**config.mk**
```make
export PLATFORM = sky130hd
export DESIGN_NAME = haar_lift_mac
export DESIGN_NICKNAME = d
export VERILOG_FILES = /design/src/rtl/haar_lift_mac.sv
export SDC_FILE = /design/constraint.sdc
export NUM_CORES = 1
export LEC_CHECK = 0
export ABC_AREA = 1
export BUFFER_PORTS_ARGS = -buffer_cell sky130_fd_sc_hd__clkbuf_2
export CAP_MARGIN = 10
export CORE_MARGIN = 8
export CORE_UTILIZATION = 23
export DETAILED_ROUTE_END_ITERATION = 7
export SYNTH_ARGS = -nofsm -noshare
export SYNTH_HDL_FRONTEND = slang
export SYNTH_SLANG_ARGS = --single-unit
```
**constraint.sdc**
```tcl
create_clock -name clk -period 5.2 [get_ports clk]
set_clock_uncertainty 0.1 [all_clocks]
set_input_delay 1.04 -clock clk [delete_from_list [all_inputs] [get_ports clk]]
set_output_delay 1.04 -clock clk [all_outputs]
set_load 0.02 [all_outputs]
```
**src/rtl/haar_lift_mac.sv**
```systemverilog
// rtl/haar_lift_mac.sv - two-stage Haar butterfly with row/column pass tracker for the 2D DWT
// Optional HAAR_ROUND_EN: round-half-up arithmetic with the high band saturated to 255.

module haar_lift_mac #(
   parameter int HEIGHT              = 256,
   parameter int WIDTH               = 256,
   parameter int DECOMPOSITION_LEVEL = 1,
   localparam int PW                 = $clog2(WIDTH)
) (
   input  logic          clk,
   input  logic          rst,
   input  logic [15:0]   i_mac,
   input  logic          i_mac_valid,
   input  logic          i_mac_mode,
   input  logic [PW-1:0] i_mac_row_column_pointer,
   input  logic [PW-1:0] i_mac_pixel_pointer,
   output logic [15:0]   o_mac,
   output logic          o_mac_valid,
   output logic          o_mac_mode,
   output logic [PW-1:0] o_mac_row_column_pointer,
   output logic [PW-1:0] o_mac_pixel_pointer,
   output logic          o_pass_done,
   output logic [2:0]    o_level,
   output logic          o_done,
   output logic          o_mode_error
);

   typedef enum logic [1:0] {ST_ROW, ST_COL, ST_DONE} state_t;

   state_t              r_state;
   logic [2:0]          r_level;

   logic                r_s1_valid;
   logic [8:0]          r_s1_sum;
   logic signed [8:0]   r_s1_diff;
   logic                r_s1_mode;
   logic [PW-1:0]       r_s1_rc;
   logic [PW-1:0]       r_s1_px;
   logic                r_s1_last;
   logic                r_s1_lvl_inc;
   logic [2:0]          r_s1_level;
   logic                r_s1_done;

   logic [7:0]          w_a;
   logic [7:0]          w_b;
   logic [31:0]         w_px;
   logic [31:0]         w_rc;
   logic [31:0]         w_wl;
   logic [31:0]         w_hl;
   logic                w_mismatch;
   logic                w_row_last;
   logic                w_col_last;
   logic                w_last;
   logic [2:0]          w_next_level;
   logic                w_next_done;
   logic [7:0]          w_low;
   logic [7:0]          w_high;

   assign w_a = i_mac[15:8];
   assign w_b = i_mac[7:0];

   // Active dimensions shrink by half per completed level; pointers compared at 32 bits
   assign w_px = 32'(i_mac_pixel_pointer);
   assign w_rc = 32'(i_mac_row_column_pointer);
   assign w_wl = 32'(WIDTH) >> r_level;
   assign w_hl = 32'(HEIGHT) >> r_level;

   assign w_mismatch   = i_mac_valid &&
                         ((r_state == ST_DONE) || (i_mac_mode != (r_state == ST_COL)));
   assign w_row_last   = (r_state == ST_ROW) && (w_px == w_wl - 32'd2) && (w_rc == w_hl - 32'd1);
   assign w_col_last   = (r_state == ST_COL) && (w_px == w_hl - 32'd2) && (w_rc == w_wl - 32'd1);
   assign w_last       = i_mac_valid && !w_mismatch && (w_row_last || w_col_last);
   assign w_next_level = r_level + 3'd1;
   assign w_next_done  = (32'(w_next_level) == 32'(DECOMPOSITION_LEVEL));

`ifdef HAAR_ROUND_EN
   logic [9:0]          w_sum_rnd;
   logic signed [9:0]   w_diff_rnd;
   logic signed [9:0]   w_high_rnd;

   assign w_sum_rnd  = {1'b0, r_s1_sum} + 10'd1;
   assign w_diff_rnd = {r_s1_diff[8], r_s1_diff} + 10'sd1;
   assign w_high_rnd = (w_diff_rnd >>> 1) + 10'sd128;
   assign w_low      = 8'(w_sum_rnd >> 1);
   // Only a=255,b=0 reaches 256 here
   assign w_high     = (w_high_rnd > 10'sd255) ? 8'hFF : 8'(w_high_rnd);
`else
   assign w_low      = 8'(r_s1_sum >> 1);
   assign w_high     = 8'((r_s1_diff >>> 1) + 9'sd128);
`endif

   always_ff @(posedge clk) begin
      if (rst) begin
         r_state                  <= ST_ROW;
         r_level                  <= 3'd0;
         r_s1_valid               <= 1'b0;
         r_s1_sum                 <= '0;
         r_s1_diff                <= '0;
         r_s1_mode                <= 1'b0;
         r_s1_rc                  <= '0;
         r_s1_px                  <= '0;
         r_s1_last                <= 1'b0;
         r_s1_lvl_inc             <= 1'b0;
         r_s1_level               <= 3'd0;
         r_s1_done                <= 1'b0;
         o_mac                    <= 16'd0;
         o_mac_valid              <= 1'b0;
         o_mac_mode               <= 1'b0;
         o_mac_row_column_pointer <= '0;
         o_mac_pixel_pointer      <= '0;
         o_pass_done              <= 1'b0;
         o_level                  <= 3'd0;
         o_done                   <= 1'b0;
         o_mode_error             <= 1'b0;
      end else begin
         if (w_mismatch) begin
            o_mode_error <= 1'b1;
         end

         if (w_last) begin
            if (r_state == ST_ROW) begin
               r_state <= ST_COL;
            end else begin
               r_level <= w_next_level;
               r_state <= w_next_done ? ST_DONE : ST_ROW;
            end
         end

         r_s1_valid <= i_mac_valid;
         if (i_mac_valid) begin
            r_s1_sum     <= {1'b0, w_a} + {1'b0, w_b};
            r_s1_diff    <= $signed({1'b0, w_a}) - $signed({1'b0, w_b});
            r_s1_mode    <= i_mac_mode;
            r_s1_rc      <= i_mac_row_column_pointer;
            r_s1_px      <= i_mac_pixel_pointer;
            r_s1_last    <= w_last;
            r_s1_lvl_inc <= w_last && (r_state == ST_COL);
            r_s1_level   <= w_next_level;
            r_s1_done    <= w_next_done;
         end

         // Level/done reported together with the pass-completing result beat
         o_mac_valid <= r_s1_valid;
         o_pass_done <= r_s1_valid && r_s1_last;
         if (r_s1_valid) begin
            o_mac                    <= {w_low, w_high};
            o_mac_mode               <= r_s1_mode;
            o_mac_row_column_pointer <= r_s1_rc;
            o_mac_pixel_pointer      <= r_s1_px;
            if (r_s1_lvl_inc) begin
               o_level <= r_s1_level;
               if (r_s1_done) begin
                  o_done <= 1'b1;
               end
            end
         end
      end
   end

endmodule

```
* Word level (Yosys, flattened, before mapping)
Index checks and enable logic that the tools add are counted.
** Storage, ports and cells
- Flip-flop bits (word level) :: 87
- Input bits :: 36
- Output and inout bits :: 40
- Word-level logic and storage cells :: 53
** Operators by class
- Add/subtract/negate cells :: 6
- Equal/unequal tests :: 6
- Shift operators :: 1
- Multiplexer cells :: 2
- Bitwise logic cells :: 1
- Reduce and logical (&&, ||, !) cells :: 16
** Operators by type and width (count)
- $eq A8 B32 Y1 :: 2
- $shr A9 B3 Y32 const A :: 1
- $sub A32 B1 Y32 const B :: 1
- $sub A32 B2 Y32 const B :: 1
- $add A8 B8 Y9 :: 1
- $logic_and A1 B1 Y1 :: 9
- $sub A8 B8 Y9 :: 1
- $add A8 B8 Y8 const B :: 1
- $mux W2 :: 2
- $reduce_and A2 Y1 :: 2
- $add A3 B1 Y3 const B :: 1
- $eq A3 B1 Y1 const B :: 1
- $reduce_and A3 Y1 :: 1
- $eq A2 B1 Y1 const B :: 1
- $eq A2 B2 Y1 const B :: 1
- $logic_not A2 Y1 :: 1
- $logic_or A1 B1 Y1 :: 2
- $logic_not A1 Y1 :: 1
- $ne A1 B1 Y1 :: 1
- $not A1 Y1 :: 1

* Logic depth before layout (Yosys ltp)
- Word-level depth :: 8
- Depth in mapped cells :: 17

* Worst setup path after synthesis
No wires, ideal clock.
- Path type :: input to register
- Start point :: in i_mac[2]
- End point :: reg r_s1_sum[5]
- Data arrival time :: 2.390 ns
- Required time :: 4.984 ns
- Slack :: 2.594 ns
- Stages :: 12
- Cells stage by stage :: inv_1 > ha_1 > buf_2 > or2_2 > o21ai_1 > nand2_1 > nand2_1 > nand2_1 > nand3_1 > nand3_1 > o211ai_1 > inv_1
** Between the ends
- Word-level cells in the longest chain between the ends :: 1
** RTL lines
- start, declared :: line 12 : input logic [15:0] i_mac,
- $add A8 B8 Y9 :: line 131 : r_s1_sum <= {1'b0, w_a} + {1'b0, w_b};
- end signal, assigned :: line 131
- end, declared :: line 34 : logic [8:0] r_s1_sum;
No other way between the ends.
A chain may end at the register's enable or synchronous reset.

* Worst setup path in the final report
- Start point :: reg r_level[1]
- End point :: reg r_level[2]
** Between the ends
- Word-level cells in the longest chain between the ends :: 8
** RTL lines
- start, declared :: line 31 : logic [2:0] r_level;
- start signal, assigned :: line 124 : r_level <= w_next_level;
- $shr A9 B3 Y32 :: line 65, 66
- $sub A32 B2 Y32 :: line 70, 71
- $eq A8 B32 Y1 :: line 70, 71
- $logic_and A1 B1 Y1 (on tied branches) (2 in a row) :: line 70, 71
- $logic_or A1 B1 Y1 :: line 72 : assign w_last = i_mac_valid && !w_mismatch && (w_row_last || w_col_last);
- $logic_and A1 B1 Y1 :: line 72
- $reduce_and A2 Y1 (no source line)
Parallel ways exist; a longest one is shown, timed or not.

==> flow_summary.yaml <==
floorplanning:
  start_util_pct: 23.5
  fp.dieH_um: 151
  rows: 49
  core-area_sq_um: 18000
  ioPinCount: 76
  dieArea_sq_um: 22900
  die_x_um: 151
job:
  drv_cap: 0
pwr:
  power.net_switching_mw: 0.451
  seqPwrFrac_pct: 43.2
  peakVddDrop_uv: 151
  p_per_area_nw_per_um2: 321
  leakagePower_nw: 2.58
  pwr-share-clk_pct: 43.1
  combPwrFrac_pct: 13.7
  internal_power_mw: 1.20
  switching_share_pct: 27.4
sta:
  min_period_ns: 2.86
  hold_viol: 0
  setup_tns_ns: 0
  tightest_slew_ns: 1.01
  rsz0062_at_grt: "false"
  period_share_pct: 55.0
  slew_viol_final: 0
  maxSlewHeadroom_pct: 32.8
  fmax_mhz: 350
  setup_viol: 0
layout:
  diodes: 0
  drive_gt1_share_pct: 15.8
  nets: 733
  area_delta_synth_final_pct: 21.5
  fin_cells: 908
logic_synthesis:
  synth_seq_cells: 85
  synth_cell_type_count: 34
  synth_edf_count: 0
  synth_flop_cell: "dfxtp_1"
  async_flop_share_pct: 0
  ys_seq_area_share_pct: 40.3
  synth_area_per_cell_sq_um: 6.91
  synth.cell_area_sq_um: 4220
  synth_nets: 670
  synth_warnings: 0
  synthCells: 611
clocking:
  cts_tree: "yes"
  clk_latency_ns: 0.34
  cts_max_level: 3
  cts_resized: 0
  cts_root_buf: "clkbuf_16"
  numCtsBuffers: 9
  clk_path_buf_depth: 2
  postCtsSetupRepairBufs: 0
  clk_pin_slew_ns: 0.07
  cts_hold_buf: 0
  cts.sink_count: 85
status:
  status: "completed"
worst_setup_path:
  crit_end: "r_level[2]"
  crit_path_start: "r_level[1]"
  cp.depth: 17
  r2r_setup_slack_ns: 2.34
  critPathKind: "reg2reg"
  cp_slowest_cell: "dfxtp_1"
  crit_family: "simple AND/OR/NAND/NOR gates"
  worst_setup_path_end_kind: "flop"
  critPathMaxStageDelay_ns: 0.59
  rr_worst_depth: 17
  worstPathRequired_ns: 5.34
  worstPathBufferInverterCount: 2
  cp_max_fo: 9
  reg2reg_from: "r_level[1]"
  crit_top_cell: "nor2_1"
  arrival_ns: 3.00
  worstSetupStartpointType: "flop"
  reg2reg_to: "r_level[2]"
  path_cells: "ha_1 -> ha_1 -> inv_1 -> nand2_1 -> nor3_1 -> ha_1 -> inv_1 -> nor2_1 -> nand3_1 -> nor2_1 -> nand2_1 -> nor2_1 -> nand2_1 -> nor2_1 -> nand4_1 -> nand2_1 -> nor2_1"
route:
  vias: 3905
  drcViolationCount: 0
  first_pass_iters: 6
  ant_nets: 0
  drtIter0Drc: 250
  routed_wl_um: 11800
  wire_per_inst_um: 13.0
  routed_via_density: 4.30
grt:
  antenna_found_initial: 0
  grt_overflow: 0
  grt_pass1_vias: 3634
  grt_usage_pct: 10.4
  grt_max_degree: 47
  grt_pass1_wl_um: 18900
place:
  gp_congestion: 0.821
  hpwl_um: 8860
  dp.cells: 892
  port_buffers: 75
min_path:
  worstHoldPathType: "reg2reg"
[per-layer routing]
| layer | vias up | routed length [um] | global-route usage (%) |
|---|---|---|---|
| met3 | 9 | 499 | 2.44 |
| met1 | 1746 | 5720 | 13.6 |
| met5 | - | 0 | 0 |
| li1 | 2076 | - | - |
| met4 | 0 | 132 | 2.97 |
| met2 | 74 | 5470 | 16.7 |
[cell usage after synthesis (3+ instances only)]
cell	count	area share (%)
o211ai_1	4	0.71
nor3_1	3	0.36
buf_1	3	0.27
nand2_2	4	0.59
nor2_1	129	11
a21oi_1	36	4.3
nand3b_1	3	0.53
dfxtp_1	85	40
ha_1	21	6.2
nand3_1	25	3.0
xor2_1	5	1.0
inv_1	67	6.0
nand2_1	103	9.2
o21ai_0	71	8.4
nand4_1	6	0.89
clkbuf_1	21	1.9
[stage by stage]
stage	utilization (%)	setup slack [ns]	power [mW]	hold WS, ns	instance area, sq um
4_1_cts	28.6	2.34	1.67	0.340	5130
3_5_place_dp	26.7	2.30	0.955	0.332	4800
3_3_place_gp	26.7	2.31	0.954	0.322	4800
5_1_grt	28.6	2.08	1.73	0.354	5130
6_report	28.6	2.34	1.65	0.341	5130
2_1_floorplan	-	2.59	0.873	0.310	4220
[cell families (layout without fill, tap and decap cells)]
family	count (synthesis)	in the layout	share of synthesized area (%)
and+or+nand+nor	280	280	27.2
AOI/OAI and AO/OA	120	120	14.9
buffers and inverters	97	165	9.19
DFF	85	85	40.3
adders and majority gates	23	23	7.17
xor gates and xnor gates	6	6	1.25
[flip-flops by register name (all words and copies together) (netlist names), 2 cells and up]
name,count
o_mac_row_column_pointer,8
r_s1_px,8
o_level,3
r_level,3
r_s1_diff,8
o_mac_pixel_pointer,8
r_state,2
o_mac,16
r_s1_sum,8
r_s1_rc,8
r_s1_level,3
[layout by cell type, fill, tap and decap left out, types with 2 or more instances in the layout]
cell,instances
nor2_1,129
nand2_1,103
dfxtp_1,85
clkbuf_2,75
o21ai_0,71
inv_1,67
a21oi_1,36
nand3_1,25
ha_1,21
clkbuf_16,9
nand4_1,6
xor2_1,5
nand2_2,4
o211ai_1,4
buf_4,4
nor3_1,3
nand3b_1,3
o21ai_1,2
nor2_2,2
nand3_2,2
or2_2,2
a31oi_1,2
fa_1,2
bufinv_16,2
inv_6,2
[final cells by class]
class / instances / area, sq um
Multi-Input combinational cell: 429 / 2130
Clock buffer: 9 / 225
Timing Repair Buffer: 79 / 405
Sequential cell: 85 / 1700
Fill cell: 1993 / 12800
Inverter: 70 / 277
Clock inverter: 7 / 103
Tap cell: 229 / 287
[power by group through the flow]
| stage | Combinational, mW | Sequential (mW) | Clock, mW |
|---|---|---|---|
| detailed placement | 0.228 | 0.726 | 0 |
| floorplan | 0.131 | 0.742 | 0 |
| finish | 0.226 | 0.711 | 0.710 |
| global placement | 0.228 | 0.726 | 0 |
| CTS | 0.229 | 0.712 | 0.727 |
| global route | 0.257 | 0.716 | 0.753 |
[worst min-delay path by stage]
stage                             from        to  slack, ns  depth (start not counted)
after floorplan           r_s1_diff[8]  o_mac[7]       0.31                          1
after global placement    r_s1_diff[8]  o_mac[7]       0.32                          1
after detailed placement  r_s1_diff[8]  o_mac[7]       0.33                          1
after global routing      r_s1_diff[8]  o_mac[7]       0.35                          1
after CTS                 r_s1_diff[8]  o_mac[7]       0.34                          1
final                     r_s1_diff[8]  o_mac[7]       0.34                          1
No activity file was read; power rests on OpenSTA's default activity.
